<file path="src/rtl/xcvr_spi_slave.sv">
// xcvr_spi_slave: SPI slave transceiver (all SPI modes) with TX/RX byte FIFOs
//   clk/nRst            system clock, synchronous active-low reset
//   dataIn/write        push a byte into the TX FIFO
//   read/dataOut        pop / head of the RX FIFO
//   cpol/cpha           SPI mode, static while nCs is low
//   sck/mosi/nCs        asynchronous SPI pins from the master
//   miso/misoEn         registered MISO and its tristate enable
//   tx*/rx* status      FIFO data present / half full / full
//   txUnderrun          pulse: empty TX FIFO, 0x00 sent instead
//   rxOverflow          pulse: received byte dropped, RX FIFO full
module Fifo #(
  parameter int LOG2_DEPTH = 4
) (
  input  logic       clk,
  input  logic       nRst,
  input  logic [7:0] dataIn,
  input  logic       write,
  input  logic       read,
  output logic [7:0] dataOut,
  output logic       dataPresent,
  output logic       halfFull,
  output logic       full
);
  localparam int DEPTH = 1 << LOG2_DEPTH;
  logic [7:0] mem [DEPTH];
  logic [LOG2_DEPTH-1:0] wrPtr, rdPtr;
  logic [LOG2_DEPTH:0] count;
  logic doWrite, doRead;
  always_comb begin
    dataPresent = count != '0;
    full = count[LOG2_DEPTH];
    halfFull = count[LOG2_DEPTH] || count[LOG2_DEPTH-1];
    doRead = read && dataPresent;
    doWrite = write && (!full || doRead);
    dataOut = mem[rdPtr];
  end
  always_ff @(posedge clk)
    if (doWrite) mem[wrPtr] <= dataIn;
  always_ff @(posedge clk) begin
    if (!nRst) begin
      wrPtr <= '0;
      rdPtr <= '0;
      count <= '0;
    end else begin
      if (doWrite) wrPtr <= wrPtr + 1'b1;
      if (doRead) rdPtr <= rdPtr + 1'b1;
      count <= count + (LOG2_DEPTH+1)'(doWrite) - (LOG2_DEPTH+1)'(doRead);
    end
  end
endmodule

module xcvr_spi_slave #(
  parameter int LOG2_DEPTH = 4
) (
  input  logic       clk,
  input  logic       nRst,
  input  logic [7:0] dataIn,
  input  logic       write,
  input  logic       read,
  input  logic       cpol,
  input  logic       cpha,
  input  logic       sck,
  input  logic       mosi,
  input  logic       nCs,
  output logic       miso,
  output logic       misoEn,
  output logic       txDataPresent,
  output logic       txHalfFull,
  output logic       txFull,
  output logic       rxDataPresent,
  output logic       rxHalfFull,
  output logic       rxFull,
  output logic [7:0] dataOut,
  output logic       txUnderrun,
  output logic       rxOverflow
);
  typedef enum logic [1:0] {sIdle, sArmed, sActive} stateT;
  stateT state, nextState;
  logic [2:0] sckS, bitCnt;
  logic [1:0] mosiS, nCsS, live;
  logic [7:0] txShift, txHead, nextByte, rxByte;
  logic [6:0] rxShift;
  logic lead, trail, start, stop, run, sampleEv, shiftEv, lastBit, load, txRead, rxWrite;
  Fifo #(.LOG2_DEPTH(LOG2_DEPTH)) txFifo (
    .clk(clk), .nRst(nRst), .dataIn(dataIn), .write(write), .read(txRead),
    .dataOut(txHead), .dataPresent(txDataPresent), .halfFull(txHalfFull), .full(txFull)
  );
  Fifo #(.LOG2_DEPTH(LOG2_DEPTH)) rxFifo (
    .clk(clk), .nRst(nRst), .dataIn(rxByte), .write(rxWrite), .read(read),
    .dataOut(dataOut), .dataPresent(rxDataPresent), .halfFull(rxHalfFull), .full(rxFull)
  );
  // live marks the synchronizers as holding real pin values rather than their
  // reset values, so a low nCs at reset release cannot be mistaken for a fresh frame
  always_comb begin
    lead = sckS[2] == cpol && sckS[1] != cpol;
    trail = sckS[2] != cpol && sckS[1] == cpol;
    start = state == sArmed && !nCsS[1];
    stop = state == sActive && nCsS[1];
    run = state == sActive && !nCsS[1];
    sampleEv = run && (cpha ? trail : lead);
    shiftEv = run && (cpha ? lead : trail);
    lastBit = sampleEv && bitCnt == 3'd7;
    load = start || lastBit;
    txRead = load && txDataPresent;
    nextByte = txDataPresent ? txHead : 8'h00;
    rxByte = {rxShift, mosiS[1]};
    rxWrite = lastBit && !rxFull;
    misoEn = state == sActive;
    nextState = state == sIdle ? (live[1] && nCsS[1] ? sArmed : sIdle) :
                start ? sActive : stop ? sArmed : state;
  end
  always_ff @(posedge clk)
    state <= !nRst ? sIdle : nextState;
  always_ff @(posedge clk) begin
    if (!nRst) begin
      sckS <= {3{cpol}};
      mosiS <= '0;
      nCsS <= '1;
      live <= '0;
      bitCnt <= '0;
      txShift <= '0;
      rxShift <= '0;
      miso <= 1'b0;
      txUnderrun <= 1'b0;
      rxOverflow <= 1'b0;
    end else begin
      sckS <= {sckS[1:0], sck};
      mosiS <= {mosiS[0], mosi};
      nCsS <= {nCsS[0], nCs};
      live <= {live[0], 1'b1};
      txUnderrun <= load && !txDataPresent;
      rxOverflow <= lastBit && rxFull;
      if (start || stop) bitCnt <= '0;
      else if (sampleEv) bitCnt <= bitCnt + 3'd1;
      if (sampleEv) rxShift <= {rxShift[5:0], mosiS[1]};
      if (stop) miso <= 1'b0;
      else if (start && !cpha) miso <= nextByte[7];
      else if (shiftEv) miso <= txShift[7];
      // with cpha=0 the MSB goes straight out at frame start, so it is pre-shifted away
      if (load) txShift <= start && !cpha ? {nextByte[6:0], 1'b0} : nextByte;
      else if (shiftEv) txShift <= {txShift[6:0], 1'b0};
    end
  end
endmodule

</file>
<file path="config.mk">
export PLATFORM = sky130hd
export DESIGN_NAME = xcvr_spi_slave
export DESIGN_NICKNAME = d
export VERILOG_FILES = /design/src/rtl/xcvr_spi_slave.sv
export SDC_FILE = /design/constraint.sdc
export NUM_CORES = 1
export LEC_CHECK = 0
export CELL_PAD_IN_SITES_DETAIL_PLACEMENT = 1
export CELL_PAD_IN_SITES_GLOBAL_PLACEMENT = 2
export CORE_AREA = 2 2 175 177
export DETAILED_ROUTE_END_ITERATION = 10
export DIE_AREA = 0 0 177 179
export PLACE_DENSITY = 0.82
export SYNTH_ARGS = -nofsm -noshare
export SYNTH_HDL_FRONTEND = slang
export SYNTH_SLANG_ARGS = --single-unit
export TNS_END_PERCENT = 1
</file>
<file path="constraint.sdc">
create_clock -name clk -period 7.75 [get_ports clk]
set_clock_uncertainty 0.1 [all_clocks]
set_input_delay 1.55 -clock clk [delete_from_list [all_inputs] [get_ports clk]]
set_output_delay 1.55 -clock clk [all_outputs]
set_load 0.005 [all_outputs]
</file>
; ---- Word level (Yosys, flattened, before mapping)
; Memories as Yosys holds them, arrays and structs flattened. A register that Yosys moved wholly into a read port is not among the register bits.
; Cells that the tools add are included.
[word_totals]
mem_count = 2
register_bits = 58
ramBits = 256
elab_cells = 96
output_inout_bits = 18
inputBits = 17
[classes]
add_sub_neg = 9
eq_ne = 7
reduce_logical = 37
muxes = 22
n_bitwise = 1
[mem_list]
columns = memory, words, word_bits, rd, rd_ports_with_merged_regs, wr, line
row1 = rxFifo.mem, 16, 8, 1, 1, 1, 25  ; logic [7:0] mem [DEPTH];
row2 = txFifo.mem, 16, 8, 1, 1, 1, 25
[ops]
columns = operator, n
row1 = two-way mux 8 bit, 4
row2 = logical AND 1 bit, 18
row3 = "adder 4 x 1 -> 4 bit, second input constant", 4
row4 = two-way mux 4 bit, 4
row5 = adder 5 x 1 -> 5 bit, 2
row6 = two-way mux 1 bit, 10
row7 = nonzero test 5 bit, 2
row8 = subtractor 5 x 1 -> 5 bit, 2
row9 = logical OR 1 bit, 6
row10 = two-way mux 2 bit, 3
row11 = logical NOT 1 bit, 5
row12 = nonzero test 2 bit, 2
row13 = OR reduction 2 bit, 2
row14 = "adder 3 x 1 -> 3 bit, second input constant", 1
row15 = "equality test 3 bit, second input constant", 1
row16 = two-way mux 3 bit, 1
row17 = nonzero test 3 bit, 1
row18 = equality test 1 bit, 2
row19 = "equality test 2 x 1 -> 1 bit, second input constant", 1
row20 = "equality test 2 bit, second input constant", 1
row21 = logical NOT 2 bit, 1
row22 = != test 1 bit, 2
row23 = NOT 1 bit, 1

; ---- Logic depth before layout (Yosys ltp)
; Gate-level depths: netlist of the first run.
[logic_depth]
word_depth = 12
depth_mapped = 15
mapped_depth_nobuf = 14

; ---- By module
; Synthesis of the first run repeated with hierarchy kept, for this count alone.
[hier_totals]
hier_cells = 750
area_unflattened_um2 = 13163.9
[by_module_without_submodules]
columns = module, area_per_inst_um2, instances, cells_per_inst, seq_area_each_um2
row1 = Fifo at txFifo, 5865.6, 1, 302, 4184.0
row2 = Fifo at rxFifo, 5835.6, 1, 305, 4184.0
row3 = xcvr_spi_slave, 1462.7, 1, 143, 640.6

; ---- Worst setup path before layout of the first run
; No wires, ideal clock.
[synth_timing]
kind = input port to flip-flop
start = input cpol
end = register txFifo.count[4]
path_slack_ps = 3843
t_arrival_ps = 3674
setup_ps = 132
stages = 13
path_buffers = 0
required_time_ps = 7518
path_cell_list = xor2_2 -> mux2i_2 -> a21oi_2 -> nor3b_1 -> a21o_1 -> ha_1 -> inv_1 -> fa_1 -> inv_1 -> a21oi_1 -> nor2_1 -> or3_1 -> a21oi_1
[synth_via]
elab_chain_len = 12
word_cells_on_any_way = 16
[synth_lines]
columns = element, line
row1 = "start, declared", 60  ; input logic cpol,
row2 = "equality test 1 bit, or another cell as far along", 95  ; lead = sckS[2] == cpol && sckS[1] != cpol;
row3 = logical AND 1 bit (on tied branches), "95, 96"
row4 = two-way mux 1 bit *, 100  ; sampleEv = run && (cpha ? trail : lead);
row5 = logical AND 1 bit *, 100
row6 = logical AND 1 bit *, 102  ; lastBit = sampleEv && bitCnt == 3'd7;
row7 = logical OR 1 bit *, 103  ; load = start || lastBit;
row8 = logical AND 1 bit *, 104  ; txRead = load && txDataPresent;
row9 = logical AND 1 bit *, 33  ; doRead = read && dataPresent;
row10 = logical OR 1 bit, 34  ; doWrite = write && (!full || doRead);
row11 = logical AND 1 bit, 34
row12 = adder 5 x 1 -> 5 bit, 47  ; count <= count + (LOG2_DEPTH+1)'(doWrite) - (LOG2_DEPTH+1)'(doRead);
row13 = subtractor 5 x 1 -> 5 bit *, 47
row14 = "end signal, assigned", 47
row15 = "end, declared", 27  ; logic [LOG2_DEPTH:0] count;
; Mark *: on every way between the ends. The rest lies on a longest branch, timed or not.
; A chain may end at the register's enable or synchronous reset.

; ---- Worst setup path in the final report of the first run
[layout_timing]
start = input cpha
end = register txFifo.count[4]
[layout_via]
elab_chain_len = 10
[layout_lines]
columns = element, line
row1 = "start, declared", 61  ; input logic cpha,
row2 = two-way mux 1 bit *, 100
row3 = logical AND 1 bit *, 100
row4 = logical AND 1 bit *, 102
row5 = logical OR 1 bit *, 103
row6 = logical AND 1 bit *, 104
row7 = logical AND 1 bit *, 33
row8 = logical OR 1 bit, 34
row9 = logical AND 1 bit, 34
row10 = adder 5 x 1 -> 5 bit, 47
row11 = subtractor 5 x 1 -> 5 bit *, 47
; Marks and branches as above.

==> Flow_metrics.wiki, run 1 <==
{| class="wikitable"
! Metric !! Value
|-
| Result of the run || complete, no violations
|-
| Part of the cycle the worst path needs || 60.67%
|-
| MaxCap Viol Count || 0
|-
| Detailed-router iteration count before antenna repair || 4
|-
| Iteration-0 DRC Markers || 442
|-
| Final setup violation count || 0
|-
| Final setup margin || 3048 ps
|-
| WS Path Type || input port to register
|-
| Top post-synthesis cells by count || sky130_fd_sc_hd__edfxtp_1, sky130_fd_sc_hd__mux4_2, sky130_fd_sc_hd__dfxtp_1
|-
| Cell chain of the critical path || clkdlybuf4s50_1 -> xor2_2 -> mux2i_2 -> a21oi_2 -> nor3b_1 -> a21o_1 -> ha_1 -> inv_1 -> fa_1 -> inv_1 -> a21oi_1 -> nor2_1 -> or3_1 -> a21oi_1
|-
| Leading post-synthesis cells by cell area || sky130_fd_sc_hd__edfxtp_1, sky130_fd_sc_hd__mux4_2, sky130_fd_sc_hd__dfxtp_1
|-
| Die height || 179 um
|-
| Final RePlAce weighted congestion || 0.8298
|-
| Maximum vdd ir drop || 0.2177 mV
|-
| Clock slew at reported path FFs || 60 ps
|-
| Count of inserted antenna diode cells || 0
|-
| CP Capture Type || register
|-
| Mapped Area || 12930 sq um
|-
| Cts hold-fix bufs || 0
|-
| Count of mapped cells out of synthesis || 744
|-
| Arrival time of the worst setup path || 4960 ps
|-
| Post-CTS setup buffers || 0
|-
| Boundary pin count || 35
|-
| Power Density || 273.3 nW/um^2
|-
| Ratio of cells with drive above 1 in the final layout || 19.07%
|-
| RSZ-0062 raised after global routing || no
|-
| Area grow syn2layout || 14.56%
|-
| Count of cells resized by post-cts repair || 0
|-
| Clk Latency, worst-skew pair || 520 ps
|-
| Period minus WS final || 4702 ps
|-
| Fraction of registers with async set or reset after synthesis || 0%
|-
| Overflow left after global routing || 0
|-
| Post-place setup slack || 2506 ps
|-
| Number of antenna violations at the first check in global routing || 1
|-
| Top-area cell type share of the netlist area || 59.45%
|-
| Slew Limit Fails || 0
|-
| CTS tree || built
|-
| All-layer global routing usage || 18.18%
|-
| Top FF cell, synth || sky130_fd_sc_hd__edfxtp_1
|-
| Detail Route Antenna Nets || 0
|-
| Worst path bufs/invs || 3
|-
| Clock tree root driver cell || sky130_fd_sc_hd__clkbuf_16
|-
| Count of cell types in the netlist || 50
|-
| Post-route non-filler standard cell count || approximately 1200
|-
| Placed Instances || roughly 1200
|-
| Routed WL || 27460 um
|-
| Die ar. || 31680 sq um
|-
| Initial Utilization || around 43%
|-
| F_max || 212.7 MHz
|-
| Largest incremental delay on the critical path || 710 ps
|-
| Ratio of routed vias to standard cells || 5.428
|-
| Total via count in the routed design || 6590
|-
| Slew headroom || 30.51%
|-
| Maximum number of pins on one net before global-route repair || 38
|-
| Highest net fanout along the worst path || 14
|-
| Via count of the first global-routing pass || 7283
|-
| Top-count cell post-synth || sky130_fd_sc_hd__edfxtp_1
|-
| Mean instance size in the synthesized netlist || roughly 17 sq um
|-
| Critical path's slowest cell || sky130_fd_sc_hd__mux2i_2
|-
| Number of buffers created by CTS || 35
|-
| Synthesis-stage register bit count || roughly 320
|-
| Core outline area || 30030 sq um
|-
| Standard cell area after detailed placement || 13690 sq um
|-
| Cell type with the largest total area after synthesis || sky130_fd_sc_hd__edfxtp_1
|-
| Routed length per instance || 22.62 um
|-
| Port Buf Inserts || 34
|-
| Setup TNS after final layout || 0 ps
|-
| Synthesized Nets || 788
|-
| CTS max path bufs || 3
|-
| Cell family with the largest share of critical-path delay || multiplexers
|-
| Global-route wire length before repair || 42970 um
|-
| Placed wire-length estimate after detailed placement || 18770 um
|-
| Hold violation total from the final report || 0
|-
| Leakage || between 4 and 5 nW
|-
| DRC violation count after routing || 0
|-
| Worst hold path type || register to register
|-
| Fin area || 14810 sq um
|-
| Category of the worst setup path launch point || input port
|-
| Site row count || 64
|-
| CTS sink cnt || 322
|-
| Measured slew at the worst slew-check pin || approximately 1000 ps
|-
| H-tree depth || 2
|-
| EDFF count, synth || 256
|-
| Required time at the worst-slack endpoint || 8010 ps
|-
| X dimension of the die || ~180 um
|-
| Post-synthesis sequential area ratio || 69.67%
|-
| Syn. warnings || 0
|-
| Layout Nets || 837
|}
-- cells in the final DEF, fill, tap and decap left out, types with 3 or more instances in the layout --
cell type / Yosys / routed
sky130_fd_sc_hd__nor3b_2: 3 / 3
sky130_fd_sc_hd__clkinv_2: 0 / 6
sky130_fd_sc_hd__o21ai_0: 12 / 12
sky130_fd_sc_hd__bufinv_16: 0 / 3
sky130_fd_sc_hd__and3_1: 13 / 13
sky130_fd_sc_hd__and2_1: 17 / 17
sky130_fd_sc_hd__xor2_1: 6 / 6
sky130_fd_sc_hd__buf_4: 2 / 10
sky130_fd_sc_hd__o211ai_1: 4 / 4
sky130_fd_sc_hd__a21o_1: 3 / 3
sky130_fd_sc_hd__nor4_1: 5 / 5
sky130_fd_sc_hd__ha_1: 25 / 25
sky130_fd_sc_hd__nand4_1: 3 / 3
sky130_fd_sc_hd__nand2_1: 37 / 37
sky130_fd_sc_hd__nand2b_1: 5 / 5
sky130_fd_sc_hd__dfxtp_1: 66 / 63
sky130_fd_sc_hd__o22a_1: 6 / 6
sky130_fd_sc_hd__nor3_1: 3 / 3
sky130_fd_sc_hd__or3_1: 6 / 6
sky130_fd_sc_hd__clkinv_1: 0 / 6
sky130_fd_sc_hd__nor2b_1: 5 / 5
sky130_fd_sc_hd__clkbuf_16: 0 / 35
sky130_fd_sc_hd__mux4_2: 72 / 72
sky130_fd_sc_hd__xnor2_1: 6 / 6
sky130_fd_sc_hd__clkbuf_1: 12 / 4
sky130_fd_sc_hd__dfxtp_2: 0 / 3
sky130_fd_sc_hd__edfxtp_1: 256 / 256
sky130_fd_sc_hd__clkdlybuf4s50_1: 0 / 34
sky130_fd_sc_hd__mux2i_1: 29 / 29
sky130_fd_sc_hd__a21oi_1: 22 / 22
sky130_fd_sc_hd__inv_1: 31 / 31
sky130_fd_sc_hd__o221ai_1: 5 / 5
sky130_fd_sc_hd__mux2_2: 6 / 6
sky130_fd_sc_hd__nor2_1: 28 / 28
sky130_fd_sc_hd__nand3_1: 17 / 17
sky130_fd_sc_hd__clkinvlp_4: 0 / 4
-- sequential cells by signal, summed over array words and instances, names as in the netlist, named ones only --
name and flops:
txFifo.rdPtr 4, bitCnt 3, mosiS 2, nCsS 2, rxFifo.wrPtr 4, txFifo.mem 128, sckS 3, rxFifo.rdPtr 4
rxShift 7, rxOverflow 1, txShift 8, miso 1, txUnderrun 1, live 2, rxFifo.mem 128, rxFifo.count 5
state 2, txFifo.wrPtr 4, txFifo.count 5
-- cells by family (layout without fill, tap and decap cells) --
| kind of cell | Yosys count | after routing | share of synthesized area, % |
|---|---|---|---|
| compound gates | 59 | 59 | 2.971 |
| xor+xnor | 13 | 13 | 0.9387 |
| fa+ha+maj | 28 | 28 | 2.806 |
| buf+inv | 64 | 138 | 2.090 |
| flops | 322 | 322 | 69.67 |
| mux | 108 | 108 | 15.42 |
| simple gates | 150 | 150 | 6.106 |
-- stage by stage --
step                hold slack (ps)  total power (W)  utilization [%]
floorplan                     286.3         0.002318                -
global placement              297.5         0.002456            45.60
detailed placement            306.3         0.002482            45.60
CTS                           324.0         0.004096            49.33
global route                  357.9         0.004206            49.33
finish                        313.9         0.004049            49.33
-- routing by layer --
metal | vias up | GRT usage, % | part of all wire [%]
met4 | 0 | 6.474 | 2.9
li1 | 2992 | - | -
met5 | - | 0 | 0
met1 | 3426 | 21.37 | 40
met2 | 117 | 33.43 | 53
met3 | 55 | 3.117 | 3.5
-- final timing paths --
path                                endpoint               start  slack (ps)  cells after the start
setup / recovery  txFifo.count[4]$_SDFF_PN0_                cpha        3050                     14
hold reg to reg           nCsS[1]$_SDFF_PN1_  nCsS[0]$_SDFF_PN1_         310                      1
hold / removal            nCsS[1]$_SDFF_PN1_  nCsS[0]$_SDFF_PN1_         310                      1
setup reg to reg  txFifo.count[4]$_SDFF_PN0_     sckS[1]$_DFF_P_        4510                     13
-- area by class of cell --
class | count | area, sq um
Tap cell | 396 | 495.5
Timing Repair Buffer | 44 | 415.4
Fill cell | 2797 | 15220
Sequential cell | 322 | 9012
Clock inverter | 22 | 214.0
Clock buffer | 40 | 904.6
Multi-Input combinational cell | 358 | 3651
Inverter | 32 | 120.1
-- power by group --
| group | leakage, nW | internal, W | switching [W] |
|---|---|---|---|
| clock | 0.537 | 0.000944 | 0.000668 |
| combinational | 1.40 | 0.000227 | 0.000248 |
| sequential | 2.96 | 0.00191 | 0.0000530 |
Note: power is estimated with default switching activity, not from simulation.
==> run 2: changes to the inputs <==
- clock period: 7.75 -> 4.8 ns (I/O delays scaled with it)
==> run 2 against run 1 <==
Compared with the run above: register-to-register slack lost 2900 ps; total power increased by 59%; cell count is 0.58% higher; non-clock buffer count grew 9; sequential share of layout area shrank 0.080 points; critical path depth decreased by 10; combinational power rose by 62%; highest routed layer unchanged.
==> Flow_metrics.wiki, run 2 (synthesis results as in run 1) <==
{| class="wikitable"
! Metric !! Value
|-
| Measured slew at the worst slew-check pin || 803.5 ps
|-
| Boundary pin count || 35
|-
| Core outline area || 30030 sq um
|-
| Count of inserted antenna diode cells || 0
|-
| Final RePlAce weighted congestion || 0.7558
|-
| Clock tree root driver cell || sky130_fd_sc_hd__clkbuf_16
|-
| Part of the cycle the worst path needs || 85.41%
|-
| Result of the run || complete, no violations
|-
| Detail Route Antenna Nets || 0
|-
| Total power draw || about 0.0064 W
|-
| Most common library cell in the layout ignoring fill and taps || sky130_fd_sc_hd__edfxtp_1
|-
| Initial Utilization || between 40% and 50%
|-
| Required time at the worst-slack endpoint || ~3700 ps
|-
| Setup TNS after final layout || 0 ps
|-
| Final-layout worst hold slack || 304.3 ps
|-
| Power Density || roughly 430 nW/um^2
|-
| Final Util || 49.39%
|-
| Site row count || 64
|-
| CTS sink cnt || about 320
|-
| All-layer global routing usage || 18.00%
|-
| Die ar. || 31680 sq um
|-
| Ratio of cells with drive above 1 in the final layout || 19.39%
|-
| Hold violation total from the final report || 0
|-
| CTS max path bufs || 3
|-
| H-tree depth || 2
|-
| Count of cells resized by post-cts repair || 0
|-
| Total via count in the routed design || 6637
|-
| Routed length per instance || 22.22 um
|-
| Overflow left after global routing || 0
|-
| Iteration-0 DRC Markers || 448
|-
| Area grow syn2layout || 14.70%
|-
| Period minus WS final || roughly 4100 ps
|-
| Detailed-router iteration count before antenna repair || 4
|-
| Category of the worst setup path launch point || register
|-
| Post-CTS setup buffers || 0
|-
| Maximum vdd ir drop || 0.2994 mV
|-
| Clock slew at reported path FFs || around 60 ps
|-
| MaxCap Viol Count || 0
|-
| Fill cell instance count of the final layout || 2813
|-
| WS Path Type || register to output port
|-
| Standard cell area after detailed placement || 13760 sq um
|-
| CTS tree || built
|-
| Number of antenna violations at the first check in global routing || 0
|-
| Clk Latency, worst-skew pair || around 520 ps
|-
| Cts hold-fix bufs || 0
|-
| Ratio of routed vias to standard cells || 5.436
|-
| Worst hold path type || register to register
|-
| Global-route wire length before repair || between 40000 and 50000 um
|-
| Slew headroom || around 46%
|-
| Layout Nets || 845
|-
| RSZ-0062 raised after global routing || no
|-
| Via count of the first global-routing pass || 7398
|-
| Slew Limit Fails || 0
|-
| Port Buf Inserts || 34
|-
| Routed WL || 27130 um
|-
| Maximum number of pins on one net before global-route repair || 38
|-
| Most frequent cells in the layout || sky130_fd_sc_hd__edfxtp_1, sky130_fd_sc_hd__mux4_2, sky130_fd_sc_hd__dfxtp_1, sky130_fd_sc_hd__nand2_1, sky130_fd_sc_hd__clkbuf_16
|-
| Biggest registers after layout || rxFifo.mem (128), txFifo.mem (128), txShift (8)
|-
| DRC violation count after routing || 0
|-
| CP Capture Type || output port
|-
| Die height || 179 um
|-
| Arrival time of the worst setup path || 3040 ps
|-
| Number of buffers created by CTS || 34
|-
| X dimension of the die || 177 um
|-
| F_max || ~240 MHz
|-
| Placed wire-length estimate after detailed placement || about 19000 um
|-
| Final setup violation count || 0
|-
| Fin area || around 15000 sq um
|-
| Leakage || 4.930 nW
|-
| Highest net fanout along the worst path || 15
|}
[run 2: report_power, final]
part / switching (W) / leakage (nW) / internal [W]
clock: 0.00106 / 0.515 / 0.00145
combinational: 0.000396 / 1.45 / 0.000373
sequential: 0.0000850 / 2.96 / 0.00308
total: 0.00154 / 4.93 / 0.00490
[run 2: per-stage QoR]
stage,instances,setup slack [ps]
floorplan,744,1483
global placement,1161,552.4
detailed placement,1161,462.0
CTS,1221,634.5
global route,1221,550.3
finish,1221,700.5
[run 2: final cells by class]
type | count | area [sq um] | area share, %
Clock buffer | 40 | 894.6 | 6.032
Clock inverter | 20 | 175.2 | 1.181
Inverter | 32 | 120.1 | 0.8099
Multi-Input combinational cell | 358 | 3651 | 24.62
Sequential cell | 322 | 9011 | 60.76
Tap cell | 396 | 495.5 | 3.341
Timing Repair Buffer | 53 | 483.0 | 3.257
[run 2: final timing paths]
kind | from | endpoint | slack, ps | depth (start not counted)
setup / recovery | register | dataOut[1] | 700 | 4
hold / removal | nCsS[0]$_SDFF_PN1_ | nCsS[1]$_SDFF_PN1_ | 300 | 1
setup reg to reg | rxFifo.count[3]$_SDFF_PN0_ | rxFifo.count[4]$_SDFF_PN0_ | 1620 | 14
hold reg to reg | nCsS[0]$_SDFF_PN1_ | nCsS[1]$_SDFF_PN1_ | 300 | 1
[run 2: routing by layer]
| metal | share of wire, % | GRT usage [%] | vias up |
|---|---|---|---|
| met3 | 3.4 | 3.032 | 51 |
| met1 | 40 | 21.45 | 3453 |
| met2 | 54 | 33.38 | 121 |
| met4 | 2.4 | 5.200 | 0 |
| li1 | - | - | 3012 |
| met5 | 0 | 0 | - |
[run 2: critical path, stage by stage (launching register included)]
cell                              delay [ps]
sky130_fd_sc_hd__dfxtp_2                 650
sky130_fd_sc_hd__buf_4                   340
sky130_fd_sc_hd__mux4_2                  570
sky130_fd_sc_hd__mux4_2                  510
sky130_fd_sc_hd__clkdlybuf4s50_1         460
==> run 3: changes to the inputs <==
- CELL_PAD_IN_SITES_DETAIL_PLACEMENT: 1 -> not set
- CELL_PAD_IN_SITES_GLOBAL_PLACEMENT: 2 -> not set
- PLACE_DENSITY: 0.82 -> 0.68
==> run 3 against run 2 <==
Compared with the run above: count of clock-buffer cells in the layout shrank 1; core utilization is essentially flat; flip-flop and latch count is the same; highest routed layer unchanged.
==> Flow_metrics.wiki, run 3 (synthesis results as in run 1) <==
{| class="wikitable"
! Metric !! Value
|-
| Result of the run || complete, no violations
|-
| Routed length per instance || around 20 um
|-
| CP Capture Type || output port
|-
| Detail Route Antenna Nets || 0
|-
| Placed Instances || 1161
|-
| Final setup violation count || 0
|-
| Hold depth || 1
|-
| CTS tree || built
|-
| Overflow left after global routing || 0
|-
| WS Path Type || register to output port
|-
| Part of the cycle the worst path needs || 85.23%
|-
| Category of the worst setup path launch point || register
|-
| Clk Latency, worst-skew pair || 560 ps
|-
| Internal power || 0.004889 W
|-
| CTS max path bufs || 3
|-
| Routed WL || between 20000 and 25000 um
|-
| Sw Share || a little under a quarter
|-
| MaxCap Viol Count || 0
|-
| H-tree depth || 1
|-
| X dimension of the die || 177 um
|-
| Area grow syn2layout || 14.60%
|-
| Worst hold path type || register to register
|-
| Hold violation total from the final report || 0
|-
| Launch point of the worst reg-to-reg path || rxFifo.count[3]$_SDFF_PN0_
|-
| Leakage || roughly 4.9 nW
|-
| Biggest registers after layout || rxFifo.mem (128), txFifo.mem (128), txShift (8)
|-
| Destination of the worst hold path || nCsS[1]$_SDFF_PN1_
|-
| Ratio of routed vias to standard cells || 5.284
|-
| Post-route non-filler standard cell count || 1218
|-
| Core outline area || 30030 sq um
|-
| Period minus WS final || 4091 ps
|-
| Sequential share of power || 49.8%
|-
| All-layer global routing usage || 15.53%
|-
| Fill cell instance count of the final layout || 2444
|-
| Die ar. || ~32000 sq um
|-
| Arrival time of the worst setup path || about 3000 ps
|-
| CTS sink cnt || between 300 and 400
|-
| Power Density || 429.1 nW/um^2
|-
| Clock tree root driver cell || sky130_fd_sc_hd__clkbuf_16
|-
| Port Buf Inserts || 34
|-
| Hold wc startpoint || nCsS[0]$_SDFF_PN1_
|-
| Layout Nets || between 800 and 900
|-
| Clock slew at reported path FFs || 60 ps
|-
| Logic pwr share || 12.0%
|-
| Number of antenna violations at the first check in global routing || 0
|-
| Placed wire-length estimate after detailed placement || ~16000 um
|-
| Cell depth of the worst flop-to-flop path || 14
|-
| RSZ-0062 raised after global routing || no
|-
| Share of total power in the clock network || 38.2%
|-
| Slew headroom || 42.98%
|-
| Count of inserted antenna diode cells || 0
|-
| Maximum number of pins on one net before global-route repair || 38
|-
| Site row count || 64
|-
| Most frequent cells in the layout || sky130_fd_sc_hd__edfxtp_1, sky130_fd_sc_hd__mux4_2, sky130_fd_sc_hd__dfxtp_1, sky130_fd_sc_hd__nand2_1, sky130_fd_sc_hd__clkdlybuf4s50_1
|-
| Via count of the first global-routing pass || 6604
|-
| Setup TNS after final layout || 0 ps
|-
| Post-CTS setup buffers || 0
|-
| Required time at the worst-slack endpoint || 3740 ps
|-
| Most common library cell in the layout ignoring fill and taps || sky130_fd_sc_hd__edfxtp_1
|-
| Register-to-Register Setup Slack || 1740 ps
|-
| Number of buffers created by CTS || 31
|-
| Measured slew at the worst slew-check pin || 854.2 ps
|-
| Cts hold-fix bufs || 0
|-
| Global-route wire length before repair || between 30000 and 40000 um
|-
| Total via count in the routed design || between 6000 and 7000
|-
| Final Util || 49.35%
|-
| Boundary pin count || 35
|-
| Power dissipated by switching net loads || approximately 0.0015 W
|-
| DRC violation count after routing || 0
|-
| Initial Utilization || 43.06%
|-
| Detailed-router iteration count before antenna repair || 5
|-
| Iteration-0 DRC Markers || approximately 470
|-
| Die height || 179 um
|-
| F_max || 244.4 MHz
|-
| Maximum vdd ir drop || 0.2581 mV
|-
| Reg2Reg Capture Point || rxFifo.count[4]$_SDFF_PN0_
|-
| Count of cells resized by post-cts repair || 0
|-
| Ratio of cells with drive above 1 in the final layout || 19.59%
|-
| Final RePlAce weighted congestion || 0.7418
|-
| Slew Limit Fails || 0
|-
| Highest net fanout along the worst path || 18
|}
==> run 3: stage by stage <==
stage	setup WS (ps)	total power [W]	instance area, sq um	hold slack (ps)
floorplan	1483	0.003743	12930	286.3
global placement	681.4	0.003982	13790	290.8
detailed placement	614.8	0.003997	13790	293.2
CTS	614.9	0.006430	14820	307.7
global route	549.1	0.006629	14820	337.8
finish	709.1	0.006359	14820	305.8
==> run 3: metal layers <==
| metal | vias up | GRT usage (%) | wire length, um | share of wire [%] |
|---|---|---|---|---|
| met3 | 32 | 2.099 | 788 | 3.3 |
| met2 | 96 | 28.18 | 12520 | 52 |
| met1 | 3310 | 19.72 | 10170 | 43 |
| met4 | 0 | 3.719 | 387 | 1.6 |
| li1 | 2998 | - | - | - |
| met5 | - | 0 | 0 | 0 |
==> run 3: worst max-delay path by stage <==
stage                                             to  slack (ps)  depth (start not counted)
after CTS                                 dataOut[2]         610                          4
after global placement    txFifo.count[4]$_SDFF_PN0_         680                         13
final                                     dataOut[2]         710                          4
after detailed placement  txFifo.count[4]$_SDFF_PN0_         610                         13
after global routing                      dataOut[5]         550                          4
after floorplan           txFifo.count[4]$_SDFF_PN0_        1480                         13
==> run 3: final cells by class <==
cell class / instances / area (sq um) / share of cell area (%)
Clock buffer: 39 / 825.8 / 5.573
Tap cell: 396 / 495.5 / 3.344
Sequential cell: 322 / 9011 / 60.81
Inverter: 32 / 120.1 / 0.8106
Clock inverter: 18 / 200.2 / 1.351
Multi-Input combinational cell: 358 / 3670 / 24.77
Timing Repair Buffer: 53 / 495.5 / 3.344
==> run 3: critical path, stage by stage, from the launching register on <==
cell,delay [ps]
sky130_fd_sc_hd__dfxtp_2,700
sky130_fd_sc_hd__buf_12,270
sky130_fd_sc_hd__mux4_2,550
sky130_fd_sc_hd__mux4_2,490
sky130_fd_sc_hd__clkdlybuf4s50_1,460
==> run 3: power groups by stage <==
stage | sequential (W) | combinational (W) | clock (W)
2_1_floorplan | 0.00318 | 0.000566 | 0
3_3_place_gp | 0.00323 | 0.000756 | 0
6_report | 0.00317 | 0.000762 | 0.00243
4_1_cts | 0.00317 | 0.000774 | 0.00249
5_1_grt | 0.00318 | 0.000848 | 0.00260
3_5_place_dp | 0.00323 | 0.000767 | 0
==> edit (settings of run 2) <==
Register the output `rxOverflow` once more, without a reset; this adds one clock of latency there. The other outputs are not delayed to match.
--- a/src/rtl/xcvr_spi_slave.sv
+++ b/src/rtl/xcvr_spi_slave.sv
@@ -75,6 +75,8 @@
   output logic       rxOverflow
 );
   typedef enum logic [1:0] {sIdle, sArmed, sActive} stateT;
+
+  logic rxOverflow_s0;
   stateT state, nextState;
   logic [2:0] sckS, bitCnt;
   logic [1:0] mosiS, nCsS, live;
@@ -122,14 +124,14 @@
       rxShift <= '0;
       miso <= 1'b0;
       txUnderrun <= 1'b0;
-      rxOverflow <= 1'b0;
+      rxOverflow_s0 <= 1'b0;
     end else begin
       sckS <= {sckS[1:0], sck};
       mosiS <= {mosiS[0], mosi};
       nCsS <= {nCsS[0], nCs};
       live <= {live[0], 1'b1};
       txUnderrun <= load && !txDataPresent;
-      rxOverflow <= lastBit && rxFull;
+      rxOverflow_s0 <= lastBit && rxFull;
       if (start || stop) bitCnt <= '0;
       else if (sampleEv) bitCnt <= bitCnt + 3'd1;
       if (sampleEv) rxShift <= {rxShift[5:0], mosiS[1]};
@@ -141,5 +143,9 @@
       else if (shiftEv) txShift <= {txShift[6:0], 1'b0};
     end
   end
+  always_ff @(posedge clk) begin
+    rxOverflow <= rxOverflow_s0;
+  end
+
 endmodule
 
Behaviour: no difference found for any inputs over 10 cycles, from zero or initial values and one cycle with nRst low; that may be too few to reach the edited logic, so the function may still have changed.
==> edit against run 2 <==
- first-iteration DRC count decreased by 5.6%
- design area rose by 0.38%
- combinational power increased by 3.9%
- sequential cell count increased by 1
- sequential share of layout area fell by 0.095 points
- total power grew 0.81%
- setup slack gained 0.14 ns
- area after synthesis grew 0.15%
- routed wire length down 2.1%
==> edit: results (changes against run 2) <==
Hold Slack=0.229 ns (was 0.304 ns); xor/xnor cell area share of the yosys netlist=0.00937 (was 0.00939); first-pass GRT wire length=41.8 mm (was 43.0 mm); Arr. time, crit path=2.90 ns (was 3.04 ns); Final Power=6500 uW (was 6450 uW); met1 GRT Util=0.204 (was 0.214); Worst Min Path Start=rxOverflow_s0 (was nCsS[0]); worst r2r path cells=12 (was 14); Crit-path slowest cell=mux4_2 (was dfxtp_2); Reg2Reg Setup Slack=1.60 ns (was 1.62 ns); final net count=847 (was 845); mux share of post-synthesis cell area=0.154 (about the same); grt met3 use=0.0278 (was 0.0303); Post-DP Area=13800 um2 (about the same); GRT met2 Usage=0.331 (was 0.334); fillers=2816 (was 2813); RR Endpoint=txFifo.count[4] (was rxFifo.count[4]); Total GRT Usage=0.175 (was 0.180); Post-Syn Area per Cell=17.4 um2 (about the same); Comb power frac=0.123 (was 0.119); status=finished clean (unchanged); VDD IR max=0.000343 V (was 0.000299 V); minimum clock period=3.96 ns (was 4.10 ns); Routed WL per cell=21.7 um (was 22.2 um); vias in the first global route=7306 (was 7398); sequential fraction of the synthesis area=0.697 (about the same); Placed Cells=1162 (was 1161); CP max FO=32 (was 15); Synth Area in Compound Gates=0.0297 (about the same); Syn Nets=789 (was 788); Net Sw Frac=0.239 (was 0.240)
-- edit: cell count changes after synthesis --
cell,run 2,this run
dfxtp_1,66,67
-- edit: critical path, delay by kind of cell (launching register included) --
kind | cells | cell delay [ns]
multiplexers | 2 | 1.10
flip-flops | 1 | 0.31
buffers and inverters | 2 | 0.97
-- edit: layout make-up --
class	count	area, um2	area share
clock buffer	57	1030	0.0692
clock inverter	7	76.3	0.00513
inverter	32	120	0.00807
multi-input combinational	358	3650	0.245
sequential	323	9030	0.607
tap	396	495	0.0333
timing repair buffer	53	483	0.0324
-- edit: how the worst max path moves through the flow --
stage / start / endpoint / slack (ns)
finish: flop / dataOut[3] / 0.84
floorplan: cpol / txFifo.count[4] / 1.48
CTS: flop / dataOut[2] / 0.77
global route: flop / dataOut[3] / 0.66
detailed placement: cpha / txFifo.count[4] / 0.46
global placement: cpha / txFifo.count[4] / 0.57
-- edit: layer usage --
layer	part of all wire	vias up
met3	0.032	37
met4	0.020	0
met2	0.55	116
met5	0	-
met1	0.40	3465
li1	-	3008
-- edit: kinds of logic after synthesis --
| logic type | Yosys count |
|---|---|
| buffers and inverters | 64 |
| multiplexers | 108 |
| AO/OA/AOI/OAI | 59 |
| adder cells (fa/ha/maj) | 28 |
| AND/OR/NAND/NOR | 150 |
| XOR/XNOR | 13 |
| flip-flops | 323 |
-- edit: per-stage QoR --
step / util / worst slack [ns]
floorplan: - / 1.48
global placement: 0.459 / 0.570
detailed placement: 0.459 / 0.459
CTS: 0.496 / 0.766
global route: 0.496 / 0.662
finish: 0.496 / 0.837
